$ cat src/rtl/irq_encoder_if.sv
// Request/grant bundle for irq_encoder: request lines, masks, the output
// handshake and the pending-state observation signals.
interface irq_encoder_if #(
  parameter int N = 8
);
  localparam int W = ($clog2(N) > 1) ? $clog2(N) : 1;

  logic [N-1:0] req;
  logic [N-1:0] mask;
  logic         out_ready;
  logic         out_valid;
  logic [W-1:0] out_idx;
  logic [N-1:0] pending;
  logic         any_pending;

  modport master (
    output req, mask, out_ready,
    input  out_valid, out_idx, pending, any_pending
  );

  modport slave (
    input  req, mask, out_ready,
    output out_valid, out_idx, pending, any_pending
  );
endinterface

$ cat src/rtl/irq_encoder.sv
// Interrupt request encoder: latches level requests into a pending vector and
// issues one line index at a time through a valid/ready output stage.
module irq_encoder #(
  parameter int N    = 8,
  parameter int MODE = 0
) (
  input logic           clk,
  input logic           rst,
  irq_encoder_if.slave  bus
);
  localparam int W = ($clog2(N) > 1) ? $clog2(N) : 1;

  typedef enum logic {S_EMPTY, S_FULL} stage_e;

  stage_e       state_q, state_d;
  logic [W-1:0] idx_q, idx_d;
  logic [W-1:0] ptr_q;
  logic [N-1:0] pend_q;
  logic [N-1:0] clr;
  logic [N-1:0] eligible;
  logic [N-1:0] rot;
  logic [W-1:0] winner;
  logic         found;
  logic         ack;
  int unsigned  off;
  int unsigned  sum;

  always_comb begin
    ack      = (state_q == S_FULL) && bus.out_ready;
    clr      = ack ? (N'(1) << idx_q) : '0;
    eligible = pend_q & bus.mask & ~clr;
  end

  // Round-robin search rotates a doubled copy so the first set bit of rot is
  // the first eligible line at or after ptr+1; the offset is then unrotated.
  always_comb begin
    winner = '0;
    found  = 1'b0;
    off    = 0;
    sum    = 0;
    rot    = '0;
    if (MODE == 0) begin
      for (int unsigned i = 0; i < N; i++) begin
        if (eligible[i]) begin
          found  = 1'b1;
          winner = W'(i);
        end
      end
    end else begin
      rot = N'({eligible, eligible} >> (32'(ptr_q) + 32'd1));
      for (int unsigned i = 0; i < N; i++) begin
        if (!found && rot[i]) begin
          found = 1'b1;
          off   = i;
        end
      end
      sum = 32'(ptr_q) + 32'd1 + off;
      if (sum >= N) sum = sum - N;
      winner = W'(sum);
    end
  end

  always_comb begin
    state_d = state_q;
    idx_d   = idx_q;
    if (state_q == S_EMPTY || ack) begin
      if (found) begin
        state_d = S_FULL;
        idx_d   = winner;
      end else begin
        state_d = S_EMPTY;
      end
    end
  end

  always_ff @(posedge clk) begin
    if (rst) begin
      state_q <= S_EMPTY;
      idx_q   <= '0;
      pend_q  <= '0;
      ptr_q   <= W'(N - 1);
    end else begin
      state_q <= state_d;
      idx_q   <= idx_d;
      pend_q  <= (pend_q & ~clr) | bus.req;
      if (ack) ptr_q <= idx_q;
    end
  end

  assign bus.out_valid   = (state_q == S_FULL);
  assign bus.out_idx     = idx_q;
  assign bus.pending     = pend_q;
  assign bus.any_pending = |pend_q;
endmodule

$ cat src/flat_wrapper.sv
// flat-port wrapper written by rule: the top's interface ports become plain ports
module irq_encoder_flat 
#(
  parameter int N    = 8,
  parameter int MODE = 0
)
  (clk, rst, bus_req, bus_mask, bus_out_ready, bus_out_valid, bus_out_idx, bus_pending, bus_any_pending);
  irq_encoder_if #(.N(N)) bus_i ();
  input logic clk;
  input logic rst;
  input wire logic [$bits(bus_i.req)-1:0] bus_req;
  input wire logic [$bits(bus_i.mask)-1:0] bus_mask;
  input wire logic [$bits(bus_i.out_ready)-1:0] bus_out_ready;
  output wire logic [$bits(bus_i.out_valid)-1:0] bus_out_valid;
  output wire logic [$bits(bus_i.out_idx)-1:0] bus_out_idx;
  output wire logic [$bits(bus_i.pending)-1:0] bus_pending;
  output wire logic [$bits(bus_i.any_pending)-1:0] bus_any_pending;
  assign bus_i.req = bus_req;
  assign bus_i.mask = bus_mask;
  assign bus_i.out_ready = bus_out_ready;
  assign bus_out_valid = bus_i.out_valid;
  assign bus_out_idx = bus_i.out_idx;
  assign bus_pending = bus_i.pending;
  assign bus_any_pending = bus_i.any_pending;
  irq_encoder #(.N(N), .MODE(MODE)) u_core (.clk(clk), .rst(rst), .bus(bus_i));
endmodule
$ cat config.mk
export PLATFORM = sky130hd
export DESIGN_NAME = irq_encoder_flat
export DESIGN_NICKNAME = d
export VERILOG_FILES = /design/src/rtl/irq_encoder_if.sv /design/src/rtl/irq_encoder.sv /design/src/flat_wrapper.sv
export SDC_FILE = /design/constraint.sdc
export NUM_CORES = 1
export LEC_CHECK = 0
export ABC_AREA = 1
export BUFFER_PORTS_ARGS = -buffer_cell sky130_fd_sc_hd__clkbuf_2
export CORE_MARGIN = 2
export CORE_UTILIZATION = 35
export CTS_BUF_LIST = sky130_fd_sc_hd__clkbuf_8 sky130_fd_sc_hd__clkbuf_16
export CTS_CLUSTER_SIZE = 28
export DETAILED_ROUTE_END_ITERATION = 8
export PLACE_DENSITY = 0.69
export SYNTH_ARGS = -nofsm -noshare
export SYNTH_HDL_FRONTEND = slang
export SYNTH_SLANG_ARGS = --single-unit
$ cat constraint.sdc
create_clock -name clk -period 2.9 [get_ports clk]
set_clock_uncertainty 0.1 [all_clocks]
set_input_delay 0.145 -clock clk [delete_from_list [all_inputs] [get_ports clk]]
set_output_delay 0.145 -clock clk [all_outputs]
set_load 0.01 [all_outputs]
* Yosys cells after proc, flatten, opt, wreduce, memory -nomap -nowiden
Cells that the tools add are included.
Widths: inputs -> output; s select.
** Word-level totals
- Register bits :: 12
- Input bits :: 19
- Output and inout bits :: 13
- Word-level logic and storage cells :: 31
** Operators by class
- Shift operators :: 1
- Multiplexer cells :: 17
- Bitwise gates (word level) :: 6
- Reduce and logical (&&, ||, !) cells :: 4
** Operator list (number)
- $and 8x8->8 :: 3
- $mux 3 :: 4
- $mux 1 :: 10
- $mux 8 :: 1
- $not 8->8 :: 1
- $or 8x8->8 :: 1
- $reduce_or 8->1 :: 1
- $shl 1x3->8 const A :: 1
- $mux 2 :: 2
- $reduce_and 2->1 :: 1
- $logic_and 1x1->1 :: 1
- $logic_or 1x1->1 :: 1
- $not 1->1 :: 1

* Longest topological paths before layout
- Depth in word-level cells :: 13
- Mapped depth :: 12
- Mapped depth without buffers :: 12

* Least setup slack after synthesis
No wires, ideal clock.
- Path kind :: register -> register
- Start :: register u_core.idx_q[2] (netlist: u_core.bus.out_idx[2])
- End :: register u_core.idx_q[0] (netlist: u_core.bus.out_idx[0])
- Library setup time :: 112 ps
- Arrival time :: 1242 ps
- Required time :: 2688 ps
- Slack :: 1447 ps
- Stages on the path, launching flop included :: 10
- Path buffers :: 0
- Period minus slack after synthesis :: 1453 ps
- Cell sequence :: dfxtp_1 -> nand3_2 -> o21bai_1 -> nand2_1 -> nor2_1 -> nand2_1 -> nand2_2 -> nand2_1 -> nand2_1 -> nor2_1
** On the way
- Cells in the longest elaborated chain, start to end :: 13
- Elaborated cells between the ends (all ways) :: 20
- Classes of those cells :: shift (1); mux (16); bitwise (2); reduce/logical (1)
** Ends and longest elaborated chain
- start, declared :: RTL line irq_encoder.sv:16 : logic [W-1:0] idx_q, idx_d;
- start signal, assigned :: RTL line irq_encoder.sv:84 : idx_q <= idx_d;
- $shl 1x3->8 * :: RTL line irq_encoder.sv:30 : clr = ack ? (N'(1) << idx_q) : '0;
- $mux 8 * :: RTL line irq_encoder.sv:30
- $not 8->8 * :: RTL line irq_encoder.sv:31 : eligible = pend_q & bus.mask & ~clr;
- $and 8x8->8 * :: RTL line irq_encoder.sv:31
- $mux 1 (8 in a row) :: RTL line irq_encoder.sv:44 : if (eligible[i]) begin
- $reduce_and 2->1 (no line)
Every way passes the cells marked *; elsewhere a longest branch is shown, timed or not.
A chain may end at the register's enable or synchronous reset.

* Final worst setup path
- Start :: register u_core.idx_q[2] (netlist: u_core.bus.out_idx[2])
- End :: register u_core.idx_q[1] (netlist: u_core.bus.out_idx[1])
The elaborated chain is that of the path after synthesis.

==> impl_metrics.env <==
export IMPL_outcome="finished clean"
export IMPL_r2r_start="u_core.bus.out_idx[2]"
export IMPL_met3_wirelength_um=99
export IMPL_synthArstFlopShare_pct=0
export IMPL_fmax_mhz=627.1
export IMPL_crit_fanout=7
export IMPL_wirelength_mm=1.548
export IMPL_instances_no_fill=164
export IMPL_reg2regPathDepth=9
export IMPL_tns_ps=0
export IMPL_cts_root_buffer="clkbuf_8"
export IMPL_route_met2_wl_um=721
export IMPL_setup_viol=0
export IMPL_grt_start_max_net_pins=11
export IMPL_grt_antenna_before_repair=0
export IMPL_syn_area_per_cell_um2=6.079
export IMPL_synth_ff_latch_count=12
export IMPL_cts_htree_levels=1
export IMPL_synthTopCellsByArea="dfxtp_1 (37%), nand2_1 (22%), inv_1 (9.3%)"
export IMPL_area_growth_synth_to_final_pct=34.76
export IMPL_pre_cts_ws_ps=1331
export IMPL_clkTransAtPathRegs_ps=50
export IMPL_yosys_area_top_type="dfxtp_1"
export IMPL_fin_crit_ps=1595
export IMPL_highest_layer="met4"
export IMPL_hp_class="primary input to flop"
export IMPL_yosys_warnings=0
export IMPL_rsz0062_at_grt="false"
export IMPL_slew_headroom_pct=82.50
export IMPL_slew_violations=0
export IMPL_clock_sinks=12
export IMPL_synth_nets=125
export IMPL_hold_viol_final=0
export IMPL_clock_path_buffers=2
export IMPL_cp_arrival_ps=1620
export IMPL_n_antenna_cell=0
export IMPL_synth_most_common_cell="nand2_1"
export IMPL_cts_tree="yes"
export IMPL_holdPathEnd="u_core.bus.pending[4]"
export IMPL_num_io_pins=32
export IMPL_die_w_um=46.91
export IMPL_cts_hold_buf=0
export IMPL_coreArea_um2=1727
export IMPL_antenna_left=0
export IMPL_synth_edf_count=0
export IMPL_grt_use_total_pct=16.11
export IMPL_syn_inst=106
export IMPL_grt_overflow=0
export IMPL_dp_hpwl_mm=1.286
export IMPL_io_buffers=31
export IMPL_seq_area_frac_synth_pct=37.28
export IMPL_vias=739
export IMPL_rrSetupSlack_ps=1310
export IMPL_drc=0
export IMPL_cts_made_buffers=3
export IMPL_grt_pass1_wl_mm=2.518
export IMPL_nets=160
export IMPL_peakVddDrop_uv=395.5
export IMPL_min_period_over_period_pct=54.99
export IMPL_drt_pass1_iter_count=4
export IMPL_synth_area_um2=644.4
export IMPL_cts_resized=0
export IMPL_synth_main_ff_cell="dfxtp_1"
export IMPL_cts_setup_buffers=0
export IMPL_criticalPathCategory="flop to flop"
export IMPL_initial_core_util_pct=37.32
export IMPL_leakage_nw=0.5125
export IMPL_drtIter0Drc=11
export IMPL_place_gp_congestion=0.7965
export IMPL_required_ps=2930
export IMPL_grt_pass1_vias=640
export IMPL_drive_gt1_share_pct=26.62
export IMPL_power_density_nw_per_um2=519.1
export IMPL_yosysUniqueCellTypes=13
export IMPL_clk_latency_ps=240
export IMPL_worstHoldStart="bus_req[4]"
export IMPL_placed_cells=161
export IMPL_wl_met1_um=715
export IMPL_die_area_um2=2200
export IMPL_num_rows=15
export IMPL_die_h_um=46.91
export IMPL_critPathLaunchType="flop"
export IMPL_wl_per_cell_um=9.439
export IMPL_worstReg2RegEnd="u_core.bus.out_idx[1]"
export IMPL_end_kind="flop"
export IMPL_synth_common_cells="nand2_1 (37), inv_1 (16), nor2_1 (13)"
export IMPL_whs_path_depth=3
export IMPL_vias_per_cell=4.506
export IMPL_yosysTopAreaCellShare_pct=37.28
export IMPL_cap_violations=0
export IMPL_fin_ws_ps=1305
export IMPL_tightest_slew_ps=260.1
## per-layer routing
layer / vias to the layer above / track usage (%)
met4: 0 / 5.000
li1: 395 / -
met5: - / 0
met3: 2 / 5.769
met1: 322 / 20.51
met2: 20 / 25.48
## through the flow
step	cell area, um^2	hold WS, ps	utilization (%)	total power [mW]
after floorplan	644.4	162.4	-	0.2648
after CTS	868.3	16.64	50.29	0.4558
final	868.3	13.49	50.29	0.4508
after global routing	868.3	23.99	50.29	0.4834
after detailed placement	827.0	262.6	47.90	0.3066
after global placement	827.0	251.6	47.90	0.3052
## cells in the final DEF, fill, tap and decap left out
cell and n:
nand3_2 1, clkbuf_8 3, clkbuf_2 31, nand3_1 4, inv_1 16, nor2_2 1
o21bai_1 3, nor4_1 2, dfxtp_1 12, nand2_1 37, nor2_1 13, a21oi_1 11
nand2_2 1, o21ai_0 4
## kinds of logic (layout without fill, tap and decap cells)
group | after synthesis | after routing | synth area share (%)
flip-flops | 12 | 12 | 37.28
buffers and inverters | 17 | 50 | 9.903
AND/OR/NAND/NOR | 59 | 59 | 37.67
AO/OA/AOI/OAI | 18 | 18 | 15.15
## registers in the layout, summed over array words and instances (netlist names)
name and cells:
u_core.bus.out_idx 3, u_core.bus.pending 8, u_core.bus.out_valid 1
## worst max-delay path, cell delays in order, from the launching register on
cell and delay [ps]:
dfxtp_1 400, nand3_2 170, o21bai_1 260, nand2_1 100, nor2_1 120, nand2_1 90, nand2_2 100, nand2_1 50
nand2_1 50, nor2_1 40
## worst max-delay path by stage
stage,startpoint,endpoint,slack [ps],cells past startpoint
4_1_cts,u_core.bus.out_idx[2],u_core.bus.out_idx[1],1320,9
3_5_place_dp,u_core.bus.out_idx[2],u_core.bus.out_idx[1],1330,9
6_report,u_core.bus.out_idx[2],u_core.bus.out_idx[1],1310,9
2_1_floorplan,u_core.bus.out_idx[2],u_core.bus.out_idx[0],1450,9
3_3_place_gp,u_core.bus.out_valid,u_core.bus.out_idx[1],1340,11
5_1_grt,u_core.bus.out_idx[2],u_core.bus.out_idx[1],1100,9
## layout make-up
class                   instances  area (um^2)
repair buffers                 31        155.1
inverters                      16        60.06
clock buffers                   3        41.29
well taps                      25        31.28
multi-input cells              77        340.3
fillers                       200        858.3
flip-flops and latches         12        240.2
## power breakdown
group | internal, mW | switching, mW
clock network | 0.0912 | 0.0572
logic | 0.0435 | 0.0603
registers | 0.181 | 0.0175
total | 0.316 | 0.135
Note: power is estimated with default switching activity, not from simulation.
